File: src/rtl/vpg_pkg.sv
// Video pattern generator shared definitions.
// Holds the pattern mode encoding, the colour-bar table and the default
// active-area geometry. The timing generator imports the same package.
package vpg_pkg;

  typedef enum logic [1:0] {
    BARS     = 2'd0,
    CHECKER  = 2'd1,
    GRADIENT = 2'd2,
    SOLID    = 2'd3
  } mode_e;

  localparam int unsigned H_ACTIVE_DEF = 1920;
  localparam int unsigned V_ACTIVE_DEF = 1080;

  // Bar colours as {r,g,b} on/off bits, index 0 is the leftmost bar:
  // white, yellow, cyan, green, magenta, red, blue, black.
  localparam logic [7:0][2:0] BAR_RGB = {
    3'b000, 3'b001, 3'b100, 3'b101, 3'b010, 3'b011, 3'b110, 3'b111
  };

endpackage

File: src/rtl/vpg_bar_index.sv
// Maps a pixel column to one of eight colour-bar indices.
// Ports: h_count (in)   - pixel column
//        bar_idx (out)  - 0..7 bar number
//        out_of_range (out) - column at or beyond 8*(H_ACTIVE/8)
// Thresholds k*(H_ACTIVE/8) are elaboration-time constants, so this is a
// set of comparators rather than a divider.
module vpg_bar_index #(
  parameter int unsigned COUNT_W  = 12,
  parameter int unsigned H_ACTIVE = 1920
) (
  input  logic [COUNT_W-1:0] h_count,
  output logic [2:0]         bar_idx,
  output logic               out_of_range
);
  localparam int unsigned BAR_W = H_ACTIVE / 8;

  always_comb begin
    bar_idx      = '0;
    out_of_range = 1'b0;
    for (int unsigned k = 1; k < 8; k++) begin
      if (32'(h_count) >= k * BAR_W) bar_idx = 3'(k);
    end
    if (32'(h_count) >= 8 * BAR_W) out_of_range = 1'b1;
  end
endmodule

File: src/rtl/vpg_pattern_gen.sv
// Video test-pattern generator: colour bars, checkerboard, gradient, solid.
// Two-stage pipeline: stage 1 captures de, coordinates and the active pattern
// selectors; stage 2 registers the colour. Outputs lag inputs by 2 cycles.
// Ports: clk, reset (async, active high); h_count, v_count, de, frame_start,
//        mode_sel, solid_rgb in; read_r, read_g, read_b, out_de out.
// Build option: define VPG_MARKER_EN to overlay corner alignment markers.
module vpg_pattern_gen
  import vpg_pkg::*;
#(
  parameter int unsigned COUNT_W    = 12,
  parameter int unsigned COLOR_W    = 8,
  parameter int unsigned H_ACTIVE   = H_ACTIVE_DEF,
  parameter int unsigned V_ACTIVE   = V_ACTIVE_DEF,
  parameter int unsigned CHECK_LOG2 = 5,
  parameter int unsigned FRAME_W    = 8
) (
  input  logic                 clk,
  input  logic                 reset,
  input  logic [COUNT_W-1:0]   h_count,
  input  logic [COUNT_W-1:0]   v_count,
  input  logic                 de,
  input  logic                 frame_start,
  input  logic [1:0]           mode_sel,
  input  logic [3*COLOR_W-1:0] solid_rgb,
  output logic [COLOR_W-1:0]   read_r,
  output logic [COLOR_W-1:0]   read_g,
  output logic [COLOR_W-1:0]   read_b,
  output logic                 out_de
);

  // Per-frame active selectors
  mode_e                act_mode_q,  act_mode_d;
  logic [3*COLOR_W-1:0] act_solid_q, act_solid_d;
  logic [FRAME_W-1:0]   frame_cnt_q, frame_cnt_d;

  // Stage 1
  logic                 s1_de_q,    s1_de_d;
  logic [COUNT_W-1:0]   s1_h_q,     s1_h_d;
  logic [COUNT_W-1:0]   s1_v_q,     s1_v_d;
  mode_e                s1_mode_q,  s1_mode_d;
  logic [FRAME_W-1:0]   s1_frame_q, s1_frame_d;
  logic [3*COLOR_W-1:0] s1_solid_q, s1_solid_d;

  // Stage 2
  logic [COLOR_W-1:0]   r_q, r_d;
  logic [COLOR_W-1:0]   g_q, g_d;
  logic [COLOR_W-1:0]   b_q, b_d;
  logic                 de2_q, de2_d;

  logic [2:0]           bar_idx;
  logic                 bar_oor;
  logic [2:0]           bar_bits;
  logic                 chk;
  logic                 in_range;

  vpg_bar_index #(
    .COUNT_W  (COUNT_W),
    .H_ACTIVE (H_ACTIVE)
  ) u_bar_index (
    .h_count      (s1_h_q),
    .bar_idx      (bar_idx),
    .out_of_range (bar_oor)
  );

  // Stage 1 samples the selectors before any frame_start update, so a pixel
  // coincident with frame_start still uses the previous mode and count.
  always_comb begin
    act_mode_d  = act_mode_q;
    act_solid_d = act_solid_q;
    frame_cnt_d = frame_cnt_q;
    if (frame_start) begin
      act_mode_d  = mode_e'(mode_sel);
      act_solid_d = solid_rgb;
      frame_cnt_d = frame_cnt_q + FRAME_W'(1);
    end
    s1_de_d    = de;
    s1_h_d     = h_count;
    s1_v_d     = v_count;
    s1_mode_d  = act_mode_q;
    s1_frame_d = frame_cnt_q;
    s1_solid_d = act_solid_q;
  end

  always_comb begin
    r_d      = '0;
    g_d      = '0;
    b_d      = '0;
    de2_d    = s1_de_q;
    bar_bits = BAR_RGB[bar_idx];
    chk      = s1_h_q[CHECK_LOG2] ^ s1_v_q[CHECK_LOG2] ^ s1_frame_q[0];
    in_range = (32'(s1_h_q) < H_ACTIVE) && (32'(s1_v_q) < V_ACTIVE);

    case (s1_mode_q)
      BARS: begin
        if (!bar_oor) begin
          r_d = {COLOR_W{bar_bits[2]}};
          g_d = {COLOR_W{bar_bits[1]}};
          b_d = {COLOR_W{bar_bits[0]}};
        end
      end
      CHECKER: begin
        r_d = {COLOR_W{~chk}};
        g_d = {COLOR_W{~chk}};
        b_d = {COLOR_W{~chk}};
      end
      GRADIENT: begin
        r_d = COLOR_W'(s1_h_q) + COLOR_W'(s1_frame_q);
        g_d = COLOR_W'(s1_v_q);
        b_d = COLOR_W'(s1_frame_q);
      end
      SOLID: begin
        r_d = s1_solid_q[3*COLOR_W-1 -: COLOR_W];
        g_d = s1_solid_q[2*COLOR_W-1 -: COLOR_W];
        b_d = s1_solid_q[COLOR_W-1:0];
      end
      default: ;
    endcase

`ifdef VPG_MARKER_EN
    if (s1_h_q == '0 && s1_v_q == '0) begin
      r_d = '1; g_d = '0; b_d = '0;
    end else if (32'(s1_h_q) == H_ACTIVE - 1 && s1_v_q == '0) begin
      r_d = '0; g_d = '1; b_d = '0;
    end else if (s1_h_q == '0 && 32'(s1_v_q) == V_ACTIVE - 1) begin
      r_d = '0; g_d = '0; b_d = '1;
    end else if (32'(s1_h_q) == H_ACTIVE - 1 && 32'(s1_v_q) == V_ACTIVE - 1) begin
      r_d = '1; g_d = '1; b_d = '0;
    end
`endif

    // Blanking and out-of-area pixels are forced black after any override.
    if (!(s1_de_q && in_range)) begin
      r_d = '0;
      g_d = '0;
      b_d = '0;
    end
  end

  always_ff @(posedge clk or posedge reset) begin
    if (reset) begin
      act_mode_q  <= BARS;
      act_solid_q <= '0;
      frame_cnt_q <= '0;
      s1_de_q     <= 1'b0;
      s1_h_q      <= '0;
      s1_v_q      <= '0;
      s1_mode_q   <= BARS;
      s1_frame_q  <= '0;
      s1_solid_q  <= '0;
      r_q         <= '0;
      g_q         <= '0;
      b_q         <= '0;
      de2_q       <= 1'b0;
    end else begin
      act_mode_q  <= act_mode_d;
      act_solid_q <= act_solid_d;
      frame_cnt_q <= frame_cnt_d;
      s1_de_q     <= s1_de_d;
      s1_h_q      <= s1_h_d;
      s1_v_q      <= s1_v_d;
      s1_mode_q   <= s1_mode_d;
      s1_frame_q  <= s1_frame_d;
      s1_solid_q  <= s1_solid_d;
      r_q         <= r_d;
      g_q         <= g_d;
      b_q         <= b_d;
      de2_q       <= de2_d;
    end
  end

  assign read_r = r_q;
  assign read_g = g_q;
  assign read_b = b_q;
  assign out_de = de2_q;

endmodule

File: config.mk
export PLATFORM = sky130hd
export DESIGN_NAME = vpg_pattern_gen
export DESIGN_NICKNAME = d
export VERILOG_FILES = /design/src/rtl/vpg_pkg.sv /design/src/rtl/vpg_bar_index.sv /design/src/rtl/vpg_pattern_gen.sv
export SDC_FILE = /design/constraint.sdc
export NUM_CORES = 1
export LEC_CHECK = 0
export ABC_CLOCK_PERIOD_IN_PS = 5650
export CORE_ASPECT_RATIO = 1.1
export CORE_MARGIN = 2
export CORE_UTILIZATION = 52
export CTS_CLUSTER_SIZE = 25
export DETAILED_ROUTE_END_ITERATION = 8
export GPL_TIMING_DRIVEN = 0
export PLACE_DENSITY = 0.79
export SETUP_SLACK_MARGIN = 0.05
export SYNTH_ARGS = -nofsm -noshare
export SYNTH_HDL_FRONTEND = slang
export SYNTH_HIERARCHICAL = 1
export SYNTH_SLANG_ARGS = --single-unit
File: constraint.sdc
create_clock -name clk -period 5.65 [get_ports clk]
set_clock_uncertainty 0.05 [all_clocks]
set_input_delay 1.13 -clock clk [delete_from_list [all_inputs] [get_ports clk]]
set_output_delay 1.13 -clock clk [all_outputs]
set_load 0.01 [all_outputs]
==> key figures <==
Status
  – Status: complete, no violations

Clock tree
  – Clock sink count: 118
  – Clk root buf: clkbuf_8
  – TritonCTS buffer count: 17
  – H-tree level count: 4
  – Clk_lat worst skew: between 0.5 and 0.6 ns
  – Post-cts sizing count: 0
  – TritonCTS clock tree: built
  – Clk buf depth: 2
  – Setup bufs post-CTS: 0
  – Worst-path clk slew: around 0.060 ns
  – # hold bufs at CTS: 0

Pwr
  – Peak supply drop: approximately 0.24 mV
  – Leak pwr: around 2.6 nW
  – P per Cell Area: 402 nW/um2
  – Final Power: 2.43 mW

Critical path
  – CP max-delay cell: clkdlybuf4s50_1
  – CP peak stage delay: between 0.5 and 0.6 ns
  – Worst r2r dst: read_r[6]
  – CP top delay family: buffers and inverters
  – Setup CP Type: flip-flop to output port
  – Critical path endpoint category: output port
  – Worst path cell trace: clkdlybuf4s50_1
  – WP data arrival: approximately 1.4 ns
  – Worst setup SP type: flip-flop
  – Bufs and invs on worst path: 1
  – Worst-path maximum fanout: 1
  – R2R depth: 6
  – R2R Setup Slk: between 3 and 4 ns
  – R2r startpoint: s1_frame_q[0]
  – WP data required: 4.47 ns

Routing
  – Drt total wl: roughly 9400 um
  – Drt wl/cell: 16.9 um
  – Routed vias: around 3000
  – Antenna viol nets, final: 0
  – Drc violations: 0
  – Initial DRC count: 140
  – Via density: 5.34
  – First drt pass iteration count: 5

Floorplan
  – Die area: ~9500 um2
  – Die W: about 93 um
  – Row cnt: 35
  – Die Ht: 102 um
  – Io pins: just under 80
  – Initial Utilization: 0.538
  – Core area: around 8500 um2

Hold path
  – Hold endpoint: s1_solid_q[19]
  – Worst hold start: act_solid_q[19]
  – Hold path cells: 0
  – Worst min path class: flip-flop to flip-flop

Cells and area
  – FILL cells: 570
  – Area Overhead vs Synth: 33.3%
  – Nets@finish: a little under 500
  – Layout cells sized above 1: 0.166
  – Antenna Cells: 0

Placement
  – Hpwl dp: between 6000 and 7000 um
  – Pre-CTS setup slack: ~2.9 ns
  – I/O Buffers: 78
  – GPL Wtd Cong: between 0.9 and 1

Timing
  – Min Tclk post-route: ~2.6 ns
  – RSZ-0062 raised after global routing: no
  – WHS: 0.319 ns
  – Max Slew Vio Count: 0
  – Period utilization: 0.463
  – Setup violators final: 0
  – Hold Violations, Final: 0
  – Max-slew headroom: 0.642
  – Max Fclk: approximately 380 MHz
  – Setup WS post-layout: between 3 and 4 ns
  – Tightest Pin Transition: 0.538 ns

Yosys
  – Multiplexer share of the synthesized area: 0.0735
  – Synth Area per Inst: 13.6 um2
  – Distinct cells, synth: 47
  – Synth Area in Compound Gates: 0.0975
  – Synth Area in Simple Gates: 0.107
  – Count leader, synth: dfrtp_1
  – Synthesized instance count: between 300 and 400
  – Adder-cell share of the synthesized area: 0.0286
  – Most frequent cells after synthesis: dfrtp_1, mux2_2, nor2_1, nor2b_1, o21a_1
  – Synth warn: 6
  – Main combinational cell family by area after synthesis: simple AND/OR/NAND/NOR gates
  – Top FF cell, synth: dfrtp_1
  – Register area share after synthesis: 0.650
  – Ys async rst share: 1.00
  – Post-synth top area share: 0.650
  – Area leader, netlist: dfrtp_1
  – Syn_nets: 398
  – Post-synth EDFFs: 0
  – Post-Synth XOR/XNOR Area: 0.0281
  – Synthesized area: approximately 4500 um2
  – Synth area leaders: dfrtp_1, mux2_2, o21a_1
  – Yosys reg bits: ~120

Global routing
  – First-pass GRT wire length: between 15000 and 20000 um
  – Number of global-route vias before repair: roughly 3100
  – Initial antenna violation count: 0
  – GRT overflow: 0
  – Largest net degree at the start of global routing: slightly below 80
  – Tot GR Track Use: 0.221

Job
  – Max-Cap Viols: 0
layout by cell type, fill, tap and decap left out, types with 3 or more instances in the layout:
master	count
mux2i_1	3
a21oi_1	5
buf_2	5
clkbuf_16	16
nor2b_1	22
o21ai_0	10
dfrtp_1	118
ha_1	8
nand4_1	4
a221oi_1	3
nor3_1	18
o21a_1	21
inv_1	3
clkdlybuf4s50_1	78
clkinvlp_4	4
clkbuf_1	7
and3_1	4
xor2_1	4
clkinv_4	5
nor2_1	24
nand2_1	6
a21o_1	3
mux2_2	27
xnor2_1	8
cell type report:
cell class                 instances  area (um2)  share of cell area
clock buffer                      17         414              0.0684
multi-input combinational        200        1520               0.251
sequential                       118        2950               0.488
timing repair buffer              79         808               0.133
clock inverter                    15         149              0.0246
tap                              111         139              0.0229
inverter                           4        17.5             0.00289
buffer                            13        55.1             0.00909
through the flow:
step	cell area [um2]	util	std cells	TNS [ns]
finish	6060	0.717	557	0
detailed placement	5490	0.650	525	0
global route	6060	0.717	557	0
global placement	5460	0.646	524	-9.20
CTS	6060	0.717	557	0
floorplan	4540	-	335	0
routing by layer:
metal / up-vias / GRT usage / part of all wire
met2: 108 / 0.356 / 0.51
li1: 1376 / - / -
met4: 0 / 0.0837 / 0.016
met3: 17 / 0.0723 / 0.055
met5: - / 0 / 0
met1: 1471 / 0.282 / 0.42
power breakdown:
group	internal [mW]	switching [mW]
Sequential	0.945	0.0785
Combinational	0.207	0.209
Clock	0.592	0.403
worst max-delay path by stage:
stage                           start              end  slack, ns  cells past startpoint
after detailed placement  frame_start  act_solid_q[23]       2.91                      3
after global placement          reset    s1_solid_q[9]      -0.09                      2
after CTS                   read_b[7]        read_b[7]       3.01                      1
after floorplan                 reset    act_mode_q[0]       1.34                      1
after global routing        read_b[7]        read_b[7]       3.00                      1
final                       read_b[7]        read_b[7]       3.03                      1
flip-flops by register name, summed over array words and instances, names as in the netlist, 12 cells and up:
register,count
act_solid_q,24
s1_solid_q,24
s1_v_q,12
s1_h_q,12
logic make-up (layout without fill, tap and decap cells):
kind of cell	after synthesis	count (layout)
flops	118	118
simple gates	88	88
compound gates	59	59
mux	30	30
buf+inv	17	128
xor+xnor	13	13
fa+ha+maj	10	10
No activity file was read; power rests on OpenSTA's default activity.
